==> src/rtl/wb_arb_pkg.sv <==
// Shared types and constants for the two-master Wishbone B4 pipelined arbiter.
package wb_arb_pkg;

    typedef enum logic {
        IDLE = 1'b0,
        BUSY = 1'b1
    } arb_state_t;

    localparam int unsigned NumMasters  = 2;
    localparam int unsigned MstIdxWidth = 1;

endpackage

==> src/rtl/wb_arb_pick.sv <==
// Combinational winner select for the arbiter; WB_ARB_ROUND_ROBIN_EN selects
// round-robin tie breaking, otherwise master 0 has fixed priority.
module wb_arb_pick
    import wb_arb_pkg::*;
(
    input  logic [NumMasters-1:0]  cyc,
    input  logic [MstIdxWidth-1:0] last,
    output logic [MstIdxWidth-1:0] win
);

`ifdef WB_ARB_ROUND_ROBIN_EN
    always_comb begin
        win = '1;
        if (cyc[0] && cyc[1]) begin
            win = ~last;
        end else if (cyc[0]) begin
            win = '0;
        end
    end
`else
    logic [MstIdxWidth-1:0] unused_last;
    assign unused_last = last;

    always_comb begin
        win = '1;
        if (cyc[0]) begin
            win = '0;
        end
    end
`endif

endmodule

==> src/rtl/wb_bus_arbiter.sv <==
// Two-master, one-slave Wishbone B4 pipelined arbiter holding the grant until drained.
// Optional macro WB_ARB_ROUND_ROBIN_EN enables round-robin tie breaking.
module wb_bus_arbiter
    import wb_arb_pkg::*;
#(
    parameter int unsigned MaxOutstanding = 4,
    parameter int unsigned AdrWidth       = 32,
    parameter int unsigned DatWidth       = 32,
    localparam int unsigned SelWidth      = DatWidth / 8,
    localparam int unsigned OutsWidth     = $clog2(MaxOutstanding + 1)
) (
    input  logic                clk,
    input  logic                rst_n,

    input  logic                m0_cyc,
    input  logic                m0_stb,
    input  logic                m0_we,
    input  logic [SelWidth-1:0] m0_sel,
    input  logic [AdrWidth-1:0] m0_adr,
    input  logic [DatWidth-1:0] m0_dat_m,
    output logic [DatWidth-1:0] m0_dat_s,
    output logic                m0_ack,
    output logic                m0_err,
    output logic                m0_stall,

    input  logic                m1_cyc,
    input  logic                m1_stb,
    input  logic                m1_we,
    input  logic [SelWidth-1:0] m1_sel,
    input  logic [AdrWidth-1:0] m1_adr,
    input  logic [DatWidth-1:0] m1_dat_m,
    output logic [DatWidth-1:0] m1_dat_s,
    output logic                m1_ack,
    output logic                m1_err,
    output logic                m1_stall,

    output logic                s_cyc,
    output logic                s_stb,
    output logic                s_we,
    output logic [SelWidth-1:0] s_sel,
    output logic [AdrWidth-1:0] s_adr,
    output logic [DatWidth-1:0] s_dat_m,
    input  logic [DatWidth-1:0] s_dat_s,
    input  logic                s_ack,
    input  logic                s_err,
    input  logic                s_stall
);

    logic [NumMasters-1:0] m_cyc;
    logic [NumMasters-1:0] m_stb;
    logic [NumMasters-1:0] m_we;
    logic [SelWidth-1:0]   m_sel   [NumMasters];
    logic [AdrWidth-1:0]   m_adr   [NumMasters];
    logic [DatWidth-1:0]   m_dat_m [NumMasters];
    logic [NumMasters-1:0] m_ack_out;
    logic [NumMasters-1:0] m_err_out;
    logic [NumMasters-1:0] m_stall_out;
    logic [NumMasters-1:0] m_sel_gnt;

    assign m_cyc      = {m1_cyc, m0_cyc};
    assign m_stb      = {m1_stb, m0_stb};
    assign m_we       = {m1_we, m0_we};
    assign m_sel[0]   = m0_sel;
    assign m_sel[1]   = m1_sel;
    assign m_adr[0]   = m0_adr;
    assign m_adr[1]   = m1_adr;
    assign m_dat_m[0] = m0_dat_m;
    assign m_dat_m[1] = m1_dat_m;

    arb_state_t             state_reg, state_next;
    logic [MstIdxWidth-1:0] gnt_reg, gnt_next;
    logic [OutsWidth-1:0]   outs_reg, outs_next;
    logic [MstIdxWidth-1:0] last_val;
    logic [MstIdxWidth-1:0] pick_win;

    logic busy;
    logic gnt_cyc;
    logic full;
    logic accept;
    logic retire;

    assign busy    = (state_reg == BUSY);
    assign gnt_cyc = m_cyc[gnt_reg];
    assign full    = (outs_reg == OutsWidth'(MaxOutstanding));

    // Dropping cyc while requests are in flight aborts the cycle immediately.
    assign s_cyc   = busy & gnt_cyc;
    assign s_stb   = s_cyc & m_stb[gnt_reg] & ~full;
    assign s_we    = m_we[gnt_reg];
    assign s_sel   = m_sel[gnt_reg];
    assign s_adr   = m_adr[gnt_reg];
    assign s_dat_m = m_dat_m[gnt_reg];

    assign accept  = s_stb & ~s_stall;
    // Responses with nothing outstanding are dropped so the counter never wraps.
    assign retire  = s_cyc & (s_ack | s_err) & (outs_reg != '0);

    for (genvar gi = 0; gi < NumMasters; gi++) begin : g_master
        assign m_sel_gnt[gi]   = busy & (gnt_reg == MstIdxWidth'(gi));
        assign m_stall_out[gi] = ~m_sel_gnt[gi] | s_stall | full;
        assign m_ack_out[gi]   = m_sel_gnt[gi] & gnt_cyc & s_ack;
        assign m_err_out[gi]   = m_sel_gnt[gi] & gnt_cyc & s_err;
    end

    assign m0_stall = m_stall_out[0];
    assign m0_ack   = m_ack_out[0];
    assign m0_err   = m_err_out[0];
    assign m0_dat_s = s_dat_s;
    assign m1_stall = m_stall_out[1];
    assign m1_ack   = m_ack_out[1];
    assign m1_err   = m_err_out[1];
    assign m1_dat_s = s_dat_s;

    wb_arb_pick u_pick (
        .cyc  (m_cyc),
        .last (last_val),
        .win  (pick_win)
    );

    always_comb begin
        state_next = state_reg;
        gnt_next   = gnt_reg;
        outs_next  = outs_reg;
        case (state_reg)
            IDLE: begin
                outs_next = '0;
                if (|m_cyc) begin
                    state_next = BUSY;
                    gnt_next   = pick_win;
                end
            end
            BUSY: begin
                if (!gnt_cyc) begin
                    state_next = IDLE;
                    outs_next  = '0;
                end else if (accept && !retire) begin
                    outs_next = outs_reg + OutsWidth'(1);
                end else if (retire && !accept) begin
                    outs_next = outs_reg - OutsWidth'(1);
                end
            end
            default: state_next = IDLE;
        endcase
    end

    always_ff @(posedge clk or negedge rst_n) begin
        if (!rst_n) begin
            state_reg <= IDLE;
            gnt_reg   <= '0;
            outs_reg  <= '0;
        end else begin
            state_reg <= state_next;
            gnt_reg   <= gnt_next;
            outs_reg  <= outs_next;
        end
    end

`ifdef WB_ARB_ROUND_ROBIN_EN
    logic [MstIdxWidth-1:0] last_reg, last_next;

    always_comb begin
        last_next = last_reg;
        if ((state_reg == IDLE) && (|m_cyc)) begin
            last_next = pick_win;
        end
    end

    always_ff @(posedge clk or negedge rst_n) begin
        if (!rst_n) begin
            last_reg <= '1;
        end else begin
            last_reg <= last_next;
        end
    end

    assign last_val = last_reg;
`else
    assign last_val = '1;
`endif

`ifndef SYNTHESIS
    ack_underflow: assert property (@(posedge clk) disable iff (!rst_n)
        !(s_cyc && (s_ack || s_err) && (outs_reg == '0)));
`endif

endmodule

==> config.mk <==
export PLATFORM = sky130hd
export DESIGN_NAME = wb_bus_arbiter
export DESIGN_NICKNAME = d
export VERILOG_FILES = /design/src/rtl/wb_arb_pkg.sv /design/src/rtl/wb_arb_pick.sv /design/src/rtl/wb_bus_arbiter.sv
export SDC_FILE = /design/constraint.sdc
export NUM_CORES = 1
export LEC_CHECK = 0
export BUFFER_PORTS_ARGS = -buffer_cell sky130_fd_sc_hd__buf_4
export CORE_AREA = 2 2 126 128
export DETAILED_ROUTE_END_ITERATION = 6
export DIE_AREA = 0 0 128 130
export GPL_ROUTABILITY_DRIVEN = 0
export REMOVE_ABC_BUFFERS = 1
export SYNTH_ARGS = -nofsm -noshare
export SYNTH_HDL_FRONTEND = slang
export SYNTH_SLANG_ARGS = --single-unit
==> constraint.sdc <==
create_clock -name clk -period 6.1 [get_ports clk]
set_input_delay 1.83 -clock clk [delete_from_list [all_inputs] [get_ports clk]]
set_output_delay 1.83 -clock clk [all_outputs]
set_load 0.005 [all_outputs]
## After elaboration in Yosys (flattened, before gate mapping)

Index checks and enable logic that the tools add are counted.
Widths: inputs -> output; s select.

| storage, ports and cells | value |
|---|---|
| input port bits | 179 |
| bits in registers | 5 |
| output and inout bits | 141 |
| logic and storage cells | 65 |

| operators by class | value |
|---|---|
| $lt $le $gt $ge | 2 |
| bitwise operators | 26 |
| reduce and logical (&&, ||, !) cells | 7 |
| multiplexer cells | 23 |
| $add $sub $neg | 2 |
| equality and inequality tests | 2 |

Operator list:

| operator | number |
|---|---|
| $mux 32 | 6 |
| $and 1x1->1 | 14 |
| $mux 4 | 3 |
| $mux 1 | 9 |
| $mux 3 | 3 |
| $not 1->1 | 6 |
| $pmux 3 s2 | 1 |
| $or 1x1->1 | 5 |
| $ne 4x2->1 const B | 1 |
| $add 3x1->3 const B | 1 |
| $eq 3x3->1 const B | 1 |
| $reduce_bool 3->1 | 1 |
| $sub 3x1->3 const B | 1 |
| $ge 2x2->1 const B | 1 |
| $logic_and 1x1->1 | 2 |
| $logic_not 1->1 | 2 |
| $lt 1x2->1 const B | 1 |
| $not 1->2 | 1 |
| $pmux 1 s2 | 1 |
| $reduce_and 2->1 | 1 |
| $reduce_or 2->1 | 1 |

## Logic depth before layout (Yosys ltp)

| depth | value |
|---|---|
| depth in word-level cells | 12 |
| mapped depth | 10 |
| gate-level depth less buffers | 8 |

## Cells and area by module

A second synthesis with hierarchy kept.

| second synthesis, totals | value |
|---|---|
| cell total of the unflattened synthesis | 191 |
| area total of the unflattened synthesis | 1701.6 um2 |

By module, submodules not included:

| module | area an instance (um2) | cells each | times used | sequential area each (um2) |
|---|---|---|---|---|
| wb_bus_arbiter | 1697.9 | 190 | 1 | 125.1 |
| wb_arb_pick | 3.8 | 1 | 1 | 0.0 |

## Worst setup path after synthesis

Ideal clock, no wire load.

| path | value |
|---|---|
| path kind | input to output |
| start | input port m1_cyc |
| end | output port s_stb |
| path slack | 2.067 ns |
| required time | 4.270 ns |
| cell stages on the path | 3 |
| buffers on the path | 0 |
| data arrival time | 2.203 ns |
| cells stage by stage | mux2i_1 > nand2b_4 > nor2_1 |

| on the way | value |
|---|---|
| word-level cells in the longest chain between the ends | 5 |

Ends and longest elaborated chain:

| item | line | text |
|---|---|---|
| start, declared | wb_bus_arbiter.sv:26 | `input logic m1_cyc,` |
| $mux 1 (implied by the code) (2 in series) | wb_bus_arbiter.sv:83 | `assign gnt_cyc = m_cyc[gnt_reg];` |
| $and 1x1->1 | wb_bus_arbiter.sv:87 | `assign s_cyc = busy & gnt_cyc;` |
| $and 1x1->1 (2 in series) | wb_bus_arbiter.sv:88 | `assign s_stb = s_cyc & m_stb[gnt_reg] & ~full;` |
| end, declared | wb_bus_arbiter.sv:38 | `output logic s_stb,` |

No other way between the ends. The select of a mux whose other input is x is not followed.

## Worst setup path after layout

Ends and elaborated chain as after synthesis.

==> flow_summary.ini <==
[logic_synthesis]
synth_edf_count = 0
async_flop_share_pct = 100
synthTopCellsByArea = mux2_2 46%, buf_4 30%, dfrtp_1 7.4%
synth.largest_area_cell = mux2_2
avgSynthCellArea_um2 = 8.89
synthMostInstantiatedCell = mux2_2
ys_seq_elements = 5
synth.yosys.seq_area_share_pct = 7.41
syn_area_um2 = 1690
netlist_instances = 190
ys_warn_count = 0
ys.flop_type = dfrtp_1
synth.distinct_cells = 20
yosys-top-cells-count = 69 x mux2_2, 68 x buf_4, 10 x nor2_1
synth_top_area_share_pct = 46.0

[clock_tree]
cts_resized = 0
cts_setup_buffers = 0
holdBufCountCts = 0
cts_tree = yes
worstSkewPairLatency_ps = 230
clockRootBuffer = clkbuf_16
cts_sinks = 5
clock_path_buffers = 2
cts.reportedPaths.clkPinSlew_ps = 30
cts_made_buffers = 3
h-tree-depth = 1

[sta]
fin_crit_ps = 4500
final_max_slew_viol_count = 0
maxSlewHeadroom_pct = 60.5
setup_viol = 0
fin_tns_setup_ps = 0
hold_viol = 0
fin_worst_skew_ps = 0.408
worst_pin_slew_ps = 592
max_freq_mhz = 222
period_share_pct = 73.8
rsz0062_at_grt = no

[place]
io_buffers = 223
place_area_um2 = 3080
place_inst = 533
dpl.hpwl_mm = 9.23

[drt]
wl_per_cell_um = 18.9
final_antenna_net_count = 0
drt_iter0_drc = 53
first_pass_iters = 4
drt_drc_violations_left = 0
wl_mm = 10.1
vias = 1983
vias_per_cell = 3.69

[floorplanning]
die_w_um = 128
ioPinCount = 320
die_height_um = 130
core_um2 = 15400
rows = 46
dieArea_um2 = 16600
initial_utilization_pct = 11.0

[grt]
antenna_found_initial = 0
track_usage_pct = 11.0
overflow = 0
grt_pass1_wl_mm = 12.8
grt_max_degree = 46
grt_pass1_vias = 1851

[power_and_ir_drop]
cellLeakagePower_uw = 0.00156
p_sw_uw = 222
power_frac_comb_pct = 71.4
power.internal_uw = 454
ir_drop_mv = 0.0972
netSwitchingFraction_pct = 32.8
clockPowerShare_pct = 16.0
seqPwrFrac_pct = 12.5
power_density_nw_per_um2 = 214

[worst_setup_path]
endpoint_kind = output pin
start_kind = primary input
required_ps = 4270
arrival_ps = 2670
crit_type = primary input to output pin
crit_fanout = 6

[min_path]
hold_class = flop to flop

[cells_and_area]
syn2layout_area_growth_pct = 87.0
fin_nets = 527
antenna_cells = 0
final_area_um2 = 3160
fillerInstances = 1727
fin_cells = 537
largest_reg_flops = 3
drive_above_1_share_pct = 86.4

[status]
status = completed

[run]
drv_cap = 0
==> power groups by stage <==
stage	clock network (µW)	logic, µW	registers, µW
6_report	108	482	84.6
4_1_cts	110	491	87.0
2_1_floorplan	0	212	87.8
3_5_place_dp	0	489	87.3
3_3_place_gp	0	487	88.3
5_1_grt	113	520	88.9
==> worst paths after layout <==
check	from	end	slack (ps)	cells past startpoint
setup / recovery	m1_cyc	s_stb	1600	5
hold / removal	outs_reg[1]	outs_reg[1]	580	2
setup reg to reg	gnt_reg	outs_reg[2]	3160	8
hold reg to reg	outs_reg[1]	outs_reg[1]	580	2
max in group asynchronous	rst_n	gnt_reg	4570	1
min in group asynchronous	rst_n	outs_reg[0]	1400	1
==> cells in the final DEF (no fill, tap or decap) <==
cell type,count
o21ai_0,1
nand2b_4,1
a21oi_1,6
a31oi_1,1
buf_4,224
nor2_1,10
xnor2_1,1
nand2b_1,4
ha_1,1
inv_1,5
clkbuf_1,1
nor3_1,2
mux2i_1,2
fa_1,1
dfrtp_1,4
a21o_1,1
or3_1,2
xor2_1,1
dfrtp_4,1
clkbuf_16,3
nand2_1,4
mux2_2,69
==> critical path, cell delays in order <==
cell and delay [ps]:
buf_4 130, mux2i_1 290, nand2b_4 230, nor2_1 60
buf_4 130
==> routing by layer <==
layer / vias up / share of wire (%) / GRT usage, %
met1: 890 / 35 / 11.6
met5: - / 1.2 / 5.00
met2: 185 / 41 / 15.5
li1: 893 / - / -
met4: 3 / 0.60 / 1.75
met3: 12 / 22 / 11.0
==> logic make-up (layout without fill, tap and decap cells) <==
group,count (synthesis),count (layout),synth area share (%)
xor+xnor,2,2,1.04
flops,5,5,7.41
fa+ha+maj,2,2,1.93
simple gates,23,23,6.74
mux,71,71,47.2
buf+inv,78,233,32.8
compound gates,9,9,2.89
==> per-stage QoR <==
stage / power, µW / setup slack (ps) / util [%] / hold slack (ps)
after global placement: 576 / 1490 / 20.0 / 566
after detailed placement: 576 / 1500 / 20.0 / 569
final: 675 / 1600 / 20.5 / 581
after CTS: 689 / 1500 / 20.5 / 577
after floorplan: 300 / 1830 / - / 526
after global routing: 722 / 1460 / 20.5 / 641
==> area by class of cell <==
class / instances / area [µm²] / share of cell area (%)
clock buffers: 4 / 78.8 / 2.50
inverters: 5 / 18.8 / 0.594
multi-input cells: 107 / 1010 / 32.0
flip-flops and latches: 5 / 129 / 4.08
well taps: 192 / 240 / 7.61
repair buffers: 224 / 1680 / 53.2
(Power assumes the default switching activity.)
